$ cat config.mk
export PLATFORM = sky130hd
export DESIGN_NAME = snn_inference_sequencer
export DESIGN_NICKNAME = d
export VERILOG_FILES = /design/src/rtl/snn_inference_sequencer.sv
export SDC_FILE = /design/constraint.sdc
export NUM_CORES = 1
export LEC_CHECK = 0
export ABC_AREA = 0
export CAP_MARGIN = 10
export CORE_MARGIN = 2
export CORE_UTILIZATION = 54
export CTS_CLUSTER_DIAMETER = 200
export DETAILED_ROUTE_END_ITERATION = 10
export HOLD_SLACK_MARGIN = 0.02
export MAX_ROUTING_LAYER = met4
export PLACE_DENSITY = 0.8
export SLEW_MARGIN = 40
export SYNTH_ARGS = -nofsm -noshare
export SYNTH_HDL_FRONTEND = slang
export SYNTH_SLANG_ARGS = --single-unit
$ cat constraint.sdc
create_clock -name clk -period 4.1 [get_ports clk]
set_input_delay 0.82 -clock clk [delete_from_list [all_inputs] [get_ports clk]]
set_output_delay 0.82 -clock clk [all_outputs]
set_load 0.005 [all_outputs]
$ cat src/rtl/snn_inference_sequencer.sv
// Sequences one inference of the IF spiking network: streams timestep vectors in,
// drains the layer pipeline, counts output spikes per neuron and scans for the winner.
module snn_inference_sequencer #(
    parameter int NUM_INPUTS    = 4,
    parameter int NUM_OUTPUTS   = 4,
    parameter int NUM_TIMESTEPS = 16,
    parameter int DRAIN_CYCLES  = 3,
    parameter int COUNT_WIDTH   = 8,
    localparam int IDX_W        = (NUM_OUTPUTS > 1) ? $clog2(NUM_OUTPUTS) : 1
) (
    input  logic                               clk,
    input  logic                               rst,
    input  logic                               start_i,
    input  logic                               in_valid_i,
    input  logic [NUM_INPUTS-1:0]              in_spikes_i,
    output logic                               in_ready_o,
    output logic                               net_rst_o,
    output logic [NUM_INPUTS-1:0]              net_spike_in_o,
    input  logic [NUM_OUTPUTS-1:0]             net_spike_out_i,
    output logic                               busy_o,
    output logic                               done_o,
    output logic                               result_valid_o,
    output logic [IDX_W-1:0]                   winner_o,
    output logic                               no_spike_o,
    output logic [NUM_OUTPUTS*COUNT_WIDTH-1:0] spike_counts_o
);

    localparam int TS_W = $clog2(NUM_TIMESTEPS + 1);
    localparam int DR_W = $clog2(DRAIN_CYCLES + 1);
    localparam logic [COUNT_WIDTH-1:0] CNT_MAX = '1;

    typedef enum logic [2:0] {
        S_IDLE,
        S_RUN,
        S_DRAIN,
        S_EVAL,
        S_DONE
    } state_t;

    state_t                  state_q, state_d;
    logic [TS_W-1:0]         tsCount_q, tsCount_d;
    logic [DR_W-1:0]         drainCount_q, drainCount_d;
    logic [IDX_W-1:0]        scanIdx_q, scanIdx_d;
    logic [COUNT_WIDTH-1:0]  maxVal_q, maxVal_d;
    logic [IDX_W-1:0]        maxIdx_q, maxIdx_d;
    logic [COUNT_WIDTH-1:0]  counts_q [NUM_OUTPUTS];
    logic [COUNT_WIDTH-1:0]  counts_d [NUM_OUTPUTS];
    logic                    netRst_q, netRst_d;
    logic [NUM_INPUTS-1:0]   netSpikeIn_q, netSpikeIn_d;
    logic                    done_q, done_d;
    logic                    resultValid_q, resultValid_d;
    logic [IDX_W-1:0]        winner_q, winner_d;
    logic                    noSpike_q, noSpike_d;

    logic [COUNT_WIDTH-1:0]  candVal;
    logic [IDX_W-1:0]        candIdx;

    // Next-state logic: handshake, spike counting, drain timing and the winner scan.
    always_comb begin
        state_d       = state_q;
        tsCount_d     = tsCount_q;
        drainCount_d  = drainCount_q;
        scanIdx_d     = scanIdx_q;
        maxVal_d      = maxVal_q;
        maxIdx_d      = maxIdx_q;
        counts_d      = counts_q;
        netRst_d      = netRst_q;
        netSpikeIn_d  = '0;
        done_d        = 1'b0;
        resultValid_d = resultValid_q;
        winner_d      = winner_q;
        noSpike_d     = noSpike_q;

        // Ties keep the earlier (lower) index; neuron 0 seeds the running max.
        candVal = maxVal_q;
        candIdx = maxIdx_q;
        if ((scanIdx_q == '0) || (counts_q[scanIdx_q] > maxVal_q)) begin
            candVal = counts_q[scanIdx_q];
            candIdx = scanIdx_q;
        end

        if ((state_q == S_RUN) || (state_q == S_DRAIN)) begin
            for (int k = 0; k < NUM_OUTPUTS; k++) begin
                if (net_spike_out_i[k] && (counts_q[k] != CNT_MAX)) begin
                    counts_d[k] = counts_q[k] + 1'b1;
                end
            end
        end

        case (state_q)
            S_IDLE: begin
                netRst_d = 1'b1;
                if (start_i) begin
                    state_d       = S_RUN;
                    tsCount_d     = '0;
                    resultValid_d = 1'b0;
                    noSpike_d     = 1'b0;
                    netRst_d      = 1'b0;
                    for (int k = 0; k < NUM_OUTPUTS; k++) begin
                        counts_d[k] = '0;
                    end
                end
            end
            S_RUN: begin
                if (in_valid_i) begin
                    netSpikeIn_d = in_spikes_i;
                    tsCount_d    = tsCount_q + 1'b1;
                    if (tsCount_q == TS_W'(NUM_TIMESTEPS - 1)) begin
                        state_d      = S_DRAIN;
                        drainCount_d = '0;
                    end
                end
            end
            S_DRAIN: begin
                if (drainCount_q == DR_W'(DRAIN_CYCLES - 1)) begin
                    state_d   = S_EVAL;
                    netRst_d  = 1'b1;
                    scanIdx_d = '0;
                end else begin
                    drainCount_d = drainCount_q + 1'b1;
                end
            end
            S_EVAL: begin
                maxVal_d = candVal;
                maxIdx_d = candIdx;
                if (scanIdx_q == IDX_W'(NUM_OUTPUTS - 1)) begin
                    state_d       = S_DONE;
                    done_d        = 1'b1;
                    resultValid_d = 1'b1;
                    winner_d      = candIdx;
                    noSpike_d     = (candVal == '0);
                end else begin
                    scanIdx_d = scanIdx_q + 1'b1;
                end
            end
            S_DONE: begin
                state_d = S_IDLE;
            end
            default: begin
                state_d = S_IDLE;
            end
        endcase
    end

    // State and result registers; reset holds the network in reset and discards partial counts.
    always_ff @(posedge clk or posedge rst) begin
        if (rst) begin
            state_q       <= S_IDLE;
            tsCount_q     <= '0;
            drainCount_q  <= '0;
            scanIdx_q     <= '0;
            maxVal_q      <= '0;
            maxIdx_q      <= '0;
            counts_q      <= '{default: '0};
            netRst_q      <= 1'b1;
            netSpikeIn_q  <= '0;
            done_q        <= 1'b0;
            resultValid_q <= 1'b0;
            winner_q      <= '0;
            noSpike_q     <= 1'b0;
        end else begin
            state_q       <= state_d;
            tsCount_q     <= tsCount_d;
            drainCount_q  <= drainCount_d;
            scanIdx_q     <= scanIdx_d;
            maxVal_q      <= maxVal_d;
            maxIdx_q      <= maxIdx_d;
            counts_q      <= counts_d;
            netRst_q      <= netRst_d;
            netSpikeIn_q  <= netSpikeIn_d;
            done_q        <= done_d;
            resultValid_q <= resultValid_d;
            winner_q      <= winner_d;
            noSpike_q     <= noSpike_d;
        end
    end

    // Flatten the per-neuron counters onto the output bus, neuron k at bits [k*CW +: CW].
    always_comb begin
        spike_counts_o = '0;
        for (int k = 0; k < NUM_OUTPUTS; k++) begin
            spike_counts_o[k*COUNT_WIDTH +: COUNT_WIDTH] = counts_q[k];
        end
    end

    assign in_ready_o     = (state_q == S_RUN);
    assign busy_o         = (state_q != S_IDLE);
    assign net_rst_o      = netRst_q;
    assign net_spike_in_o = netSpikeIn_q;
    assign done_o         = done_q;
    assign result_valid_o = resultValid_q;
    assign winner_o       = winner_q;
    assign no_spike_o     = noSpike_q;

endmodule

==> results of run 1 <==
[worst max-delay path, stage by stage, from the launching register on]
cell      delay (ns)
dfrtp_1         0.77
mux4_2          0.62
ha_1            0.33
a21oi_1         0.15
o21ai_0         0.10
o21a_1          0.20
o311ai_4        0.61
mux2_2          0.41
[final cells by class]
type,instances,area share (%)
Clock buffer,11,3.05
Clock inverter,4,0.524
Inverter,23,2.04
Multi-Input combinational cell,247,41.7
Sequential cell,64,37.3
Tap cell,77,2.24
Timing Repair Buffer,57,13.2
[flip-flops by register name, summed over array words and instances, names as in the netlist, 2 cells and up]
| signal | count |
|---|---|
| net_spike_in_o | 4 |
| winner_o | 2 |
| drainCount_q | 2 |
| tsCount_q | 5 |
| state_q | 3 |
| scanIdx_q | 2 |
| maxVal_q | 8 |
| spike_counts_o | 32 |
| maxIdx_q | 2 |
[metrics by stage]
step           cells  setup WS, ns  power [µW]  utilization [%]  instance area (µm²)
6_report         483         0.804        3080             67.7                 4300
3_3_place_gp     468         0.919        2550             65.3                 4150
4_1_cts          483         0.788        3080             67.7                 4300
3_5_place_dp     468         0.791        2620             65.3                 4150
2_1_floorplan    346          1.16        2050                -                 3540
5_1_grt          483         0.591        3300             67.7                 4300
[final timing paths]
path | to | depth (start not counted)
setup / recovery | maxVal_q[1]$_DFFE_PP0P_ | 7
hold / removal | result_valid_o$_DFFE_PP0P_ | 1
setup reg to reg | maxVal_q[1]$_DFFE_PP0P_ | 7
hold reg to reg | result_valid_o$_DFFE_PP0P_ | 1
max in group asynchronous | spike_counts_o[26]$_DFF_PP0_ | 3
min in group asynchronous | maxVal_q[5]$_DFFE_PP0P_ | 2
[cell usage after synthesis, drive strengths merged (3+ instances only)]
cell type / instances
mux2i: 4
o211ai: 3
nand2: 24
and3: 15
nand3: 25
xor2: 13
dfrtp: 63
mux2: 9
ha: 17
nor2: 35
inv: 23
a21oi: 14
o21ai: 14
nand2b: 3
nor3: 10
or3: 6
xnor2: 12
buf: 5
nor4: 3
mux4: 8
nand4: 8
clkbuf: 7
[logic make-up (layout without fill, tap and decap cells)]
family / count (synthesis) / after routing / synth area share (%)
adders and majority gates: 17 / 17 / 6.00
AOI/OAI and AO/OA: 45 / 45 / 8.83
xor gates and xnor gates: 25 / 25 / 6.39
DFF: 64 / 64 / 45.2
buffers and inverters: 35 / 95 / 4.17
muxes: 21 / 21 / 9.08
and+or+nand+nor: 139 / 139 / 20.3
[layer usage]
| layer | global-route usage (%) | up-vias | wire, µm |
|---|---|---|---|
| li1 | - | 1338 | - |
| met1 | 31.2 | 1348 | 3560 |
| met2 | 36.3 | 92 | 4060 |
| met3 | 5.84 | 17 | 452 |
| met4 | 10.2 | 0 | 208 |
| met5 | - | - | 0 |
[power by group through the flow]
stage	clock network, µW	logic, µW	registers (µW)
2_1_floorplan	0	972	1080
4_1_cts	460	1440	1180
5_1_grt	487	1590	1230
3_3_place_gp	0	1360	1180
6_report	452	1440	1190
3_5_place_dp	0	1430	1190
==> results.sh, run 1 <==
export IMPL_status="finished clean"
export IMPL_initial_core_util_pct=55.8
export IMPL_ys_seq_area_share_pct=45.2
export IMPL_antenna_found_initial=0
export IMPL_timing_rr_start="scanIdx_q[0]$_DFFE_PP0P_"
export IMPL_pwr_share_comb_pct=46.7
export IMPL_syn_area_um2=3540
export IMPL_crit_fanout=14
export IMPL_worstSetupStartpointType="flop"
export IMPL_clock_fmax_ghz=0.303
export IMPL_routed_wl_um=8280
export IMPL_synth_area_leaders="dfrtp_1, ha_1, mux4_2"
export IMPL_seqPwrFrac_pct=38.6
export IMPL_leakage_uw=0.00189
export IMPL_synth_cell_type_count=47
export IMPL_worst_pin_slew_ns=0.675
export IMPL_area_sequential_um2=1600
export IMPL_synth_top_cell_area_share_pct=44.5
export IMPL_hold_ws_ns=0.478
export IMPL_cts_tree="yes"
export IMPL_r2r_setup_slack_ns=0.80
export IMPL_ys_ff_latch=64
export IMPL_fin_skew_ns=0.00956
export IMPL_worstPathArrival_ns=3.53
export IMPL_final_common_cell="dfrtp_1"
export IMPL_fp_dieH_um=85.0
export IMPL_first_pass_iters=4
export IMPL_setup_tns_final_ns=0
export IMPL_avgSynthCellArea_um2=10.2
export IMPL_critical_path_class="reg -> reg"
export IMPL_post_route_min_period_ns=3.30
export IMPL_p_int_uw=1830
export IMPL_grt_ovfl_total=0
export IMPL_syn2layout_area_growth_pct=21.4
export IMPL_layout_cells_most_common_list="dfrtp_1, clkdlybuf4s50_1, nor2_1, nand3_1, nand2_1"
export IMPL_clk_pin_slew_ns=0.07
export IMPL_cts_hold_buf=0
export IMPL_clk_path_buf_depth=2
export IMPL_drive_gt1_share_pct=11.1
export IMPL_p_per_area_nw_per_um2=716
export IMPL_hold_path_startpoint="result_valid_o$_DFFE_PP0P_"
export IMPL_core_rowCount=29
export IMPL_io_pins=56
export IMPL_postSynth_asyncResetShare_pct=100
export IMPL_syn_inst=346
export IMPL_cts_root_buf="clkbuf_8"
export IMPL_fillerInstances=487
export IMPL_numPortBuffers=55
export IMPL_postRouteAntennaNets=0
export IMPL_core_area_um2=6350
export IMPL_clk_insertion_delay_late_ns=0.35
export IMPL_startpoint="scanIdx_q[0]$_DFFE_PP0P_"
export IMPL_vias=2795
export IMPL_grt_max_degree=39
export IMPL_cp_required_ns=4.33
export IMPL_hold_class="reg -> reg"
export IMPL_vias_per_cell=5.79
export IMPL_vdd_ir_drop_worst_uv=435
export IMPL_diodes=0
export IMPL_period_share_pct=80.4
export IMPL_ys_flop_type="dfrtp_1"
export IMPL_end_kind="flop"
export IMPL_wl_per_cell_um=17.1
export IMPL_setup_violations=0
export IMPL_multiInputGateArea_um2=1790
export IMPL_nets=431
export IMPL_synth_edff_count=0
export IMPL_yosys_warnings=0
export IMPL_rsz0062_at_grt="no"
export IMPL_place_gp_congestion=0.820
export IMPL_timing_slew_headroom_pct=55.0
export IMPL_clkSinkCount=64
export IMPL_grt_usage_pct=24.1
export IMPL_drtIter0Drc=185
export IMPL_cts_htree_levels=3
export IMPL_drv_slew=0
export IMPL_dp_hpwl_um=5940
export IMPL_synth_nets=375
export IMPL_postCtsSetupBuffers=0
export IMPL_cts_buffers=9
export IMPL_yosysTopAreaCell="dfrtp_1"
export IMPL_die_x_um=85.0
export IMPL_grt_pass1_wl_um=13100
export IMPL_drc=0
export IMPL_final_hold_viol_count=0
export IMPL_clkPwrFrac_pct=14.7
export IMPL_maxCapViolations=0
export IMPL_dieArea_um2=7220
export IMPL_cts_resized=0
export IMPL_power_switching_uw=1250
export IMPL_grt_pass1_vias=2647
export IMPL_switching_share_pct=40.6
(Power assumes the default switching activity.)
==> run 2: changes to the inputs <==
clock period = 3.3 ns   (was 4.1 ns; I/O delays follow)
==> results.sh, run 2 (same netlist as run 1, synthesis figures left out) <==
export IMPL_vias_per_cell=5.84
export IMPL_die_x_um=85.0
export IMPL_clock_fmax_ghz=0.335
export IMPL_power_switching_uw=1550
export IMPL_timing_slew_headroom_pct=60.1
export IMPL_path_cells="buf_4, mux4_2, ha_1, nor2b_1, o211ai_1, a21oi_2, o311ai_4, mux2_2"
export IMPL_p_int_uw=2390
export IMPL_io_pins=56
export IMPL_drtIter0Drc=164
export IMPL_grt_pass1_wl_um=13700
export IMPL_fin_area_um2=4370
export IMPL_crit_fanout=10
export IMPL_drv_slew=0
export IMPL_vias=2842
export IMPL_syn2layout_area_growth_pct=23.4
export IMPL_final_common_cell="dfrtp_1"
export IMPL_drive_gt1_share_pct=12.0
export IMPL_final_hold_viol_count=0
export IMPL_fp_dieH_um=85.0
export IMPL_status="finished clean"
export IMPL_leakage_uw=0.00193
export IMPL_hold_class="reg -> reg"
export IMPL_seqPwrFrac_pct=36.7
export IMPL_cts_tree="yes"
export IMPL_vdd_ir_drop_worst_uv=460
export IMPL_clk_pin_slew_ns=0.07
export IMPL_diodes=0
export IMPL_post_route_min_period_ns=2.98
export IMPL_critical_path_class="reg -> reg"
export IMPL_dieArea_um2=7220
export IMPL_nets=434
export IMPL_grt_max_degree=39
export IMPL_postRouteAntennaNets=0
export IMPL_p_per_area_nw_per_um2=902
export IMPL_routed_wl_um=8180
export IMPL_place_gp_congestion=0.913
export IMPL_cts_root_buf="clkbuf_8"
export IMPL_clkPwrFrac_pct=16.8
export IMPL_cp_slowest_cell="mux4_2"
export IMPL_first_pass_iters=4
export IMPL_numPortBuffers=55
export IMPL_fin_skew_ns=0.00958
export IMPL_setup_tns_final_ns=0
export IMPL_dp_hpwl_um=5880
export IMPL_maxCapViolations=0
export IMPL_dpl_instance_area_um2=4180
export IMPL_end_kind="flop"
export IMPL_antenna_found_initial=0
export IMPL_setup_violations=0
export IMPL_cp_required_ns=3.52
export IMPL_largest_reg_flops=32
export IMPL_core_rowCount=29
export IMPL_clk_path_buf_depth=2
export IMPL_core_area_um2=6350
export IMPL_postCtsSetupBuffers=0
export IMPL_crit_path_max_incr_delay_ns=0.55
export IMPL_pwr_share_comb_pct=46.5
export IMPL_clkSinkCount=64
export IMPL_clk_insertion_delay_late_ns=0.34
export IMPL_pre_cts_slack_ns=0.334
export IMPL_grt_ovfl_total=0
export IMPL_period_share_pct=90.4
export IMPL_cts_buffers=9
export IMPL_worst_pin_slew_ns=0.597
export IMPL_worstSetupStartpointType="flop"
export IMPL_drc=0
export IMPL_switching_share_pct=39.3
export IMPL_wl_per_cell_um=16.8
export IMPL_initial_core_util_pct=55.8
export IMPL_cts_resized=0
export IMPL_cts_htree_levels=3
export IMPL_cts_hold_buf=0
export IMPL_grt_usage_pct=25.1
export IMPL_worstPathArrival_ns=3.20
export IMPL_layout_setup_ws_ns=0.316
export IMPL_power_uw=3940
export IMPL_layout_cells_most_common_list="dfrtp_1, clkdlybuf4s50_1, nor2_1, nand3_1, nand2_1"
export IMPL_rsz0062_at_grt="no"
export IMPL_grt_pass1_vias=2718
run 2: routing by layer:
layer / vias to the layer above / routed length [µm] / global-route usage, %
met5: - / 0 / -
met4: 0 / 215 / 12.4
met3: 18 / 280 / 4.77
met2: 75 / 3970 / 38.4
met1: 1405 / 3720 / 32.1
li1: 1344 / - / -
run 2: power by group through the flow:
stage | sequential (µW) | combinational, µW | clock [µW]
2_1_floorplan | 1340 | 1210 | 0
3_3_place_gp | 1440 | 1750 | 0
3_5_place_dp | 1450 | 1820 | 0
4_1_cts | 1440 | 1830 | 672
5_1_grt | 1500 | 2050 | 704
6_report | 1450 | 1830 | 660
run 2: area by class of cell:
type	instances	area [µm²]
clock buffers	12	145
clock inverters	4	45.0
fillers	482	1980
inverters	23	86.3
multi-input cells	247	1790
flip-flops and latches	64	1600
well taps	77	96.3
repair buffers	60	601
run 2: path summary, 6_finish.rpt:
check,slack (ns),endpoint,from,cells past startpoint
min in group asynchronous,0.69,result_valid_o$_DFFE_PP0P_,rst,2
worst min-delay path,0.48,result_valid_o$_DFFE_PP0P_,result_valid_o$_DFFE_PP0P_,1
worst max-delay path,0.32,maxVal_q[5]$_DFFE_PP0P_,scanIdx_q[0]$_DFFE_PP0P_,8
worst min register to register,0.48,result_valid_o$_DFFE_PP0P_,result_valid_o$_DFFE_PP0P_,1
worst max register to register,0.32,maxVal_q[5]$_DFFE_PP0P_,scanIdx_q[0]$_DFFE_PP0P_,8
max in group asynchronous,1.96,net_rst_o$_DFFE_PP1P_,rst,3
run 2: worst max-delay path: cells and delay by family, from the launching register on:
family,cells,cell delay [ns]
compound gates,3,0.95
fa+ha+maj,1,0.31
buf+inv,1,0.17
flops,1,0.34
mux,2,0.95
simple gates,1,0.13
run 2: metrics by stage:
stage / hold slack, ns / util [%] / cells
2_1_floorplan: 0.458 / - / 346
5_1_grt: 0.495 / 68.8 / 487
3_5_place_dp: 0.465 / 65.8 / 471
3_3_place_gp: 0.463 / 65.8 / 471
6_report: 0.479 / 68.8 / 487
4_1_cts: 0.479 / 68.8 / 487
==> RTL edit 1: new RTL, flow settings as in run 2 <==
Take the reset off `maxVal_q` and load it in a clocked block of its own.
--- a/src/rtl/snn_inference_sequencer.sv
+++ b/src/rtl/snn_inference_sequencer.sv
@@ -150,5 +150,4 @@
             drainCount_q  <= '0;
             scanIdx_q     <= '0;
-            maxVal_q      <= '0;
             maxIdx_q      <= '0;
             counts_q      <= '{default: '0};
@@ -164,5 +163,4 @@
             drainCount_q  <= drainCount_d;
             scanIdx_q     <= scanIdx_d;
-            maxVal_q      <= maxVal_d;
             maxIdx_q      <= maxIdx_d;
             counts_q      <= counts_d;
@@ -174,4 +172,8 @@
             noSpike_q     <= noSpike_d;
         end
+    end
+
+    always_ff @(posedge clk) begin
+        maxVal_q <= maxVal_d;
     end
 
Formal check against the unedited RTL: no difference found for any inputs over 10 cycles, from zero or initial values and one cycle with rst high; that may be too few to reach the edited logic, so the function may still have changed.
==> RTL edit 1 against run 2 <==
- synthesized area increased by 0.42%
- cell area is 1.1% higher
- setup slack worse by 0.056 ns
- sequential share of layout area increased by 0.52 points
- power down 5.0%
- sequential cell count stayed put
- via count increased by 1.9%
- die area is 0.40% higher
- global-route usage down 0.68 points
- routed wire length about the same
- critical path type unchanged
==> RTL edit 1: results (changes against run 2) <==
outcome: "complete, no violations"
drt_iter0_drc: 166  # +1.2%
power_frac_clock_pct: 18.1  # +1.3 points
nonClkBufAreaFrac_pct: 13.6  # -0.14 points
netSwitchingPower_w: 0.00140  # -9.5%
async_flop_share_pct: 87.5  # -13 points
clock_skew_ns: 0.00931  # -0.000271 ns
grt_pass1_vias: 2775  # +2.1%
critPathArrivalTime_ns: 3.14  # -0.06 ns
netlist.area_leader.share_pct: 38.7  # -5.8 points
routed_via_density: 5.83  # -0.15%
critical_path.max_fanout: 11  # +1
grt_max_degree: 57  # +46%
nets: 444  # +2.3%
vdd_drop_max_mv: 0.500  # +8.6%
initial_utilization_pct: 56.0  # +0.24 points
wire_per_inst_um: 16.5  # -2.1%
worst_path_max_delay_cell: "dfrtp_1"
synthTopCellsByCount: "55 x dfrtp_1, 33 x nor2_1, 32 x nand2_1, 23 x inv_1, 23 x nand3_1"
seqCellArea_sq_um: 1640  # +2.5%
grt_pass1_wl_um: 13200  # -3.0%
ys_seq_area_share_pct: 46.2  # +0.93 points
synth-edff-count: 8  # +8
ys_top_cells_by_area: "dfrtp_1 39%, edfxtp_1 6.8%, ha_1 6.0%"
clockNetworkAreaShare_pct: 4.50  # +0.15 points
slowest_delay_ns: 0.63  # +0.08 ns
hpwl_um: 5950  # +1.2%
num-fill-cells: 498  # +3.3%
multi_input_area_sq_um: 1790  # -0.14%
clock_buffers: 13  # +1
seqPwrFrac_pct: 39.0  # +2.3 points
-- RTL edit 1: routing by layer --
metal / vias up / global-route usage (%) / share of wire, %
met5: - / - / 0
met4: 0 / 11.7 / 2.7
met3: 20 / 4.18 / 4.7
met2: 82 / 36.4 / 49
met1: 1405 / 32.6 / 44
li1: 1389 / - / -
-- RTL edit 1: what timing repair did --
action,in CTS,in global routing
hold endpoints to repair,0,0
setup endpoints to repair,0,8
buffers inserted,0,0
gates resized for setup,0,1
-- RTL edit 1: final timing paths --
| check | depth (start not counted) | endpoint | slack [ns] |
|---|---|---|---|
| worst max-delay path | 7 | maxVal_q[6]$_DFFE_PP_ | 0.26 |
| worst min-delay path | 1 | drainCount_q[0]$_DFFE_PP0P_ | 0.49 |
| min in group asynchronous | 3 | drainCount_q[1]$_DFFE_PP0P_ | 0.68 |
| worst min register to register | 1 | drainCount_q[0]$_DFFE_PP0P_ | 0.49 |
| worst max register to register | 7 | maxVal_q[6]$_DFFE_PP_ | 0.26 |
| max in group asynchronous | 3 | net_rst_o$_DFFE_PP1P_ | 2.34 |
-- RTL edit 1: per-stage QoR --
step	area [sq um]	hold WS, ns	instances	worst slack, ns	total power, W
floorplan	3560	0.459	355	0.0434	0.00237
global placement	4210	0.471	481	0.207	0.00299
detailed placement	4210	0.486	481	0.0799	0.00307
CTS	4410	0.501	497	0.0673	0.00375
global route	4420	0.533	497	0.0561	0.00402
finish	4420	0.492	497	0.260	0.00375
-- RTL edit 1: cell families (layout without fill, tap and decap cells) --
kind of cell               count (synthesis)  count (layout)  synth area share (%)
adders and majority gates                 17              17                  5.98
AOI/OAI and AO/OA                         41              41                  6.72
DFF                                       64              64                  46.2
xor gates and xnor gates                  23              23                  5.87
and+or+nand+nor                          152             152                  21.6
muxes                                     24              24                  9.95
buffers and inverters                     34              99                  3.73
==> RTL edit 2: new RTL, settings of run 2 <==
Without the edit above. Change the parameter `NUM_INPUTS` from 4 to 8.
--- a/src/rtl/snn_inference_sequencer.sv
+++ b/src/rtl/snn_inference_sequencer.sv
@@ -2,5 +2,5 @@
 // drains the layer pipeline, counts output spikes per neuron and scans for the winner.
 module snn_inference_sequencer #(
-    parameter int NUM_INPUTS    = 4,
+    parameter int NUM_INPUTS    = 8,
     parameter int NUM_OUTPUTS   = 4,
     parameter int NUM_TIMESTEPS = 16,
Interface: changed (resized in_spikes_i and net_spike_in_o); port bits go from 56 to 64. No check against the original RTL was run, so the function may have changed too.
==> RTL edit 2 against run 2 <==
- power shrank 5.2%
- worst hold slack gained 0.029 ns
- critical path depth shrank 1
- routed wire length grew 8.8%
- synthesized area grew 5.1%
- die area grew 4.8%
- clock skew grew 0.0030 ns
- sequential cell count grew 4
- setup slack lost 0.058 ns
- count of clock-buffer cells in the layout shrank 1
- cell count grew 6.0%
- cell area grew 8.4%
- non-clock buffer count grew 14
- largest power group unchanged
==> RTL edit 2: results (changes against run 2) <==
coreArea_sq_um: 6720  # +5.8%
nonClkBufAreaFrac_pct: 15.3  # +1.6 points
seqPwrFrac_pct: 38.1  # +1.4 points
multi_input_area_sq_um: 1900  # +5.9%
worst_path_max_delay_cell: "o311ai_4"
ys_seq_area_share_pct: 45.7  # +0.50 points
grt_pass1_wl_um: 14600  # +6.8%
ys_top_cells_by_area: "dfrtp_1 45%, ha_1 5.7%, mux4_2 4.8%"
final_layout_size_suffix_gt1_share_pct: 12.6  # +0.66 points
reg2reg_slack_ns: 0.26  # -0.06 ns
nets: 464  # +6.9%
synth_fa_ha_area_share_pct: 5.71  # -0.29 points
clock-sinks: 68  # +6.3%
gp_congestion: 0.900  # -1.4%
p_clk_w: 0.000811  # +23%
synth_compound_area_share_pct: 8.20  # -0.63 points
slowest_delay_ns: 0.58  # +0.03 ns
r2r_cells: 7  # -1
vdd_drop_max_mv: 0.451  # -2.0%
relSlewSlack_pct: 58.7  # -1.4 points
multi_input_cells: 257  # +4.0%
synthMuxAreaShare_pct: 9.88  # +0.80 points
p_int_w: 0.00241  # +0.92%
synth_fp_nets: 390  # +4.0%
outcome: "complete, no violations"
grtUsageTotal_pct: 25.9  # +0.86 points
nNonClkBuffers: 74  # +23%
critPathArrivalTime_ns: 3.26  # +0.06 ns
drt_iter0_drc: 296  # +80%
grt_pass1_vias: 3030  # +11%
hpwl_um: 6480  # +10%
critical_path.top_delay_family: "multiplexers"
ys_types: 41  # -13%
synthTopCellsByCount: "67 x dfrtp_1, 39 x nor2_1, 28 x and3_1, 23 x nand3_1, 21 x inv_1"
drt_pass1_iterations: 5  # +1
clock_buffers: 11  # -1
clockNetworkAreaShare_pct: 4.88  # +0.53 points
wire_per_inst_um: 17.3  # +2.7%
grt_max_degree: 69  # +77%
nNonClkInverters: 21  # -8.7%
crit_end: "maxVal_q[6]$_DFFE_PP0P_"
vias: 3068  # +8.0%
seqCellArea_sq_um: 1700  # +6.2%
whs_path_depth: 2  # +1
port_buffers: 63  # +15%
leakage_nw: 2.13  # +10%
num-fill-cells: 512  # +6.2%
clock_skew_ns: 0.0125  # +0.00296 ns
## RTL edit 2: per-stage QoR
| step | hold WS, ns | utilization, % | instances | cell area (sq um) | setup WS (ns) |
|---|---|---|---|---|---|
| final | 0.508 | 70.5 | 516 | 4740 | 0.257 |
| after detailed placement | 0.492 | 67.1 | 500 | 4510 | 0.264 |
| after global placement | 0.482 | 66.9 | 500 | 4500 | 0.154 |
| after CTS | 0.515 | 70.5 | 516 | 4740 | 0.246 |
| after floorplan | 0.466 | - | 357 | 3720 | 0.311 |
| after global routing | 0.532 | 70.5 | 516 | 4740 | 0.0553 |
## RTL edit 2: kinds of logic after synthesis
family | after synthesis
AO/OA/AOI/OAI | 46
multiplexers | 25
AND/OR/NAND/NOR | 146
adder cells (fa/ha/maj) | 17
XOR/XNOR | 23
flip-flops | 68
buffers and inverters | 32
## RTL edit 2: routing by layer
layer,vias up,part of all wire [%],global-route usage [%]
met3,17,7.0,4.55
met4,0,1.7,11.9
met5,-,0,-
met1,1498,41,34.9
li1,1434,-,-
met2,119,50,38.5
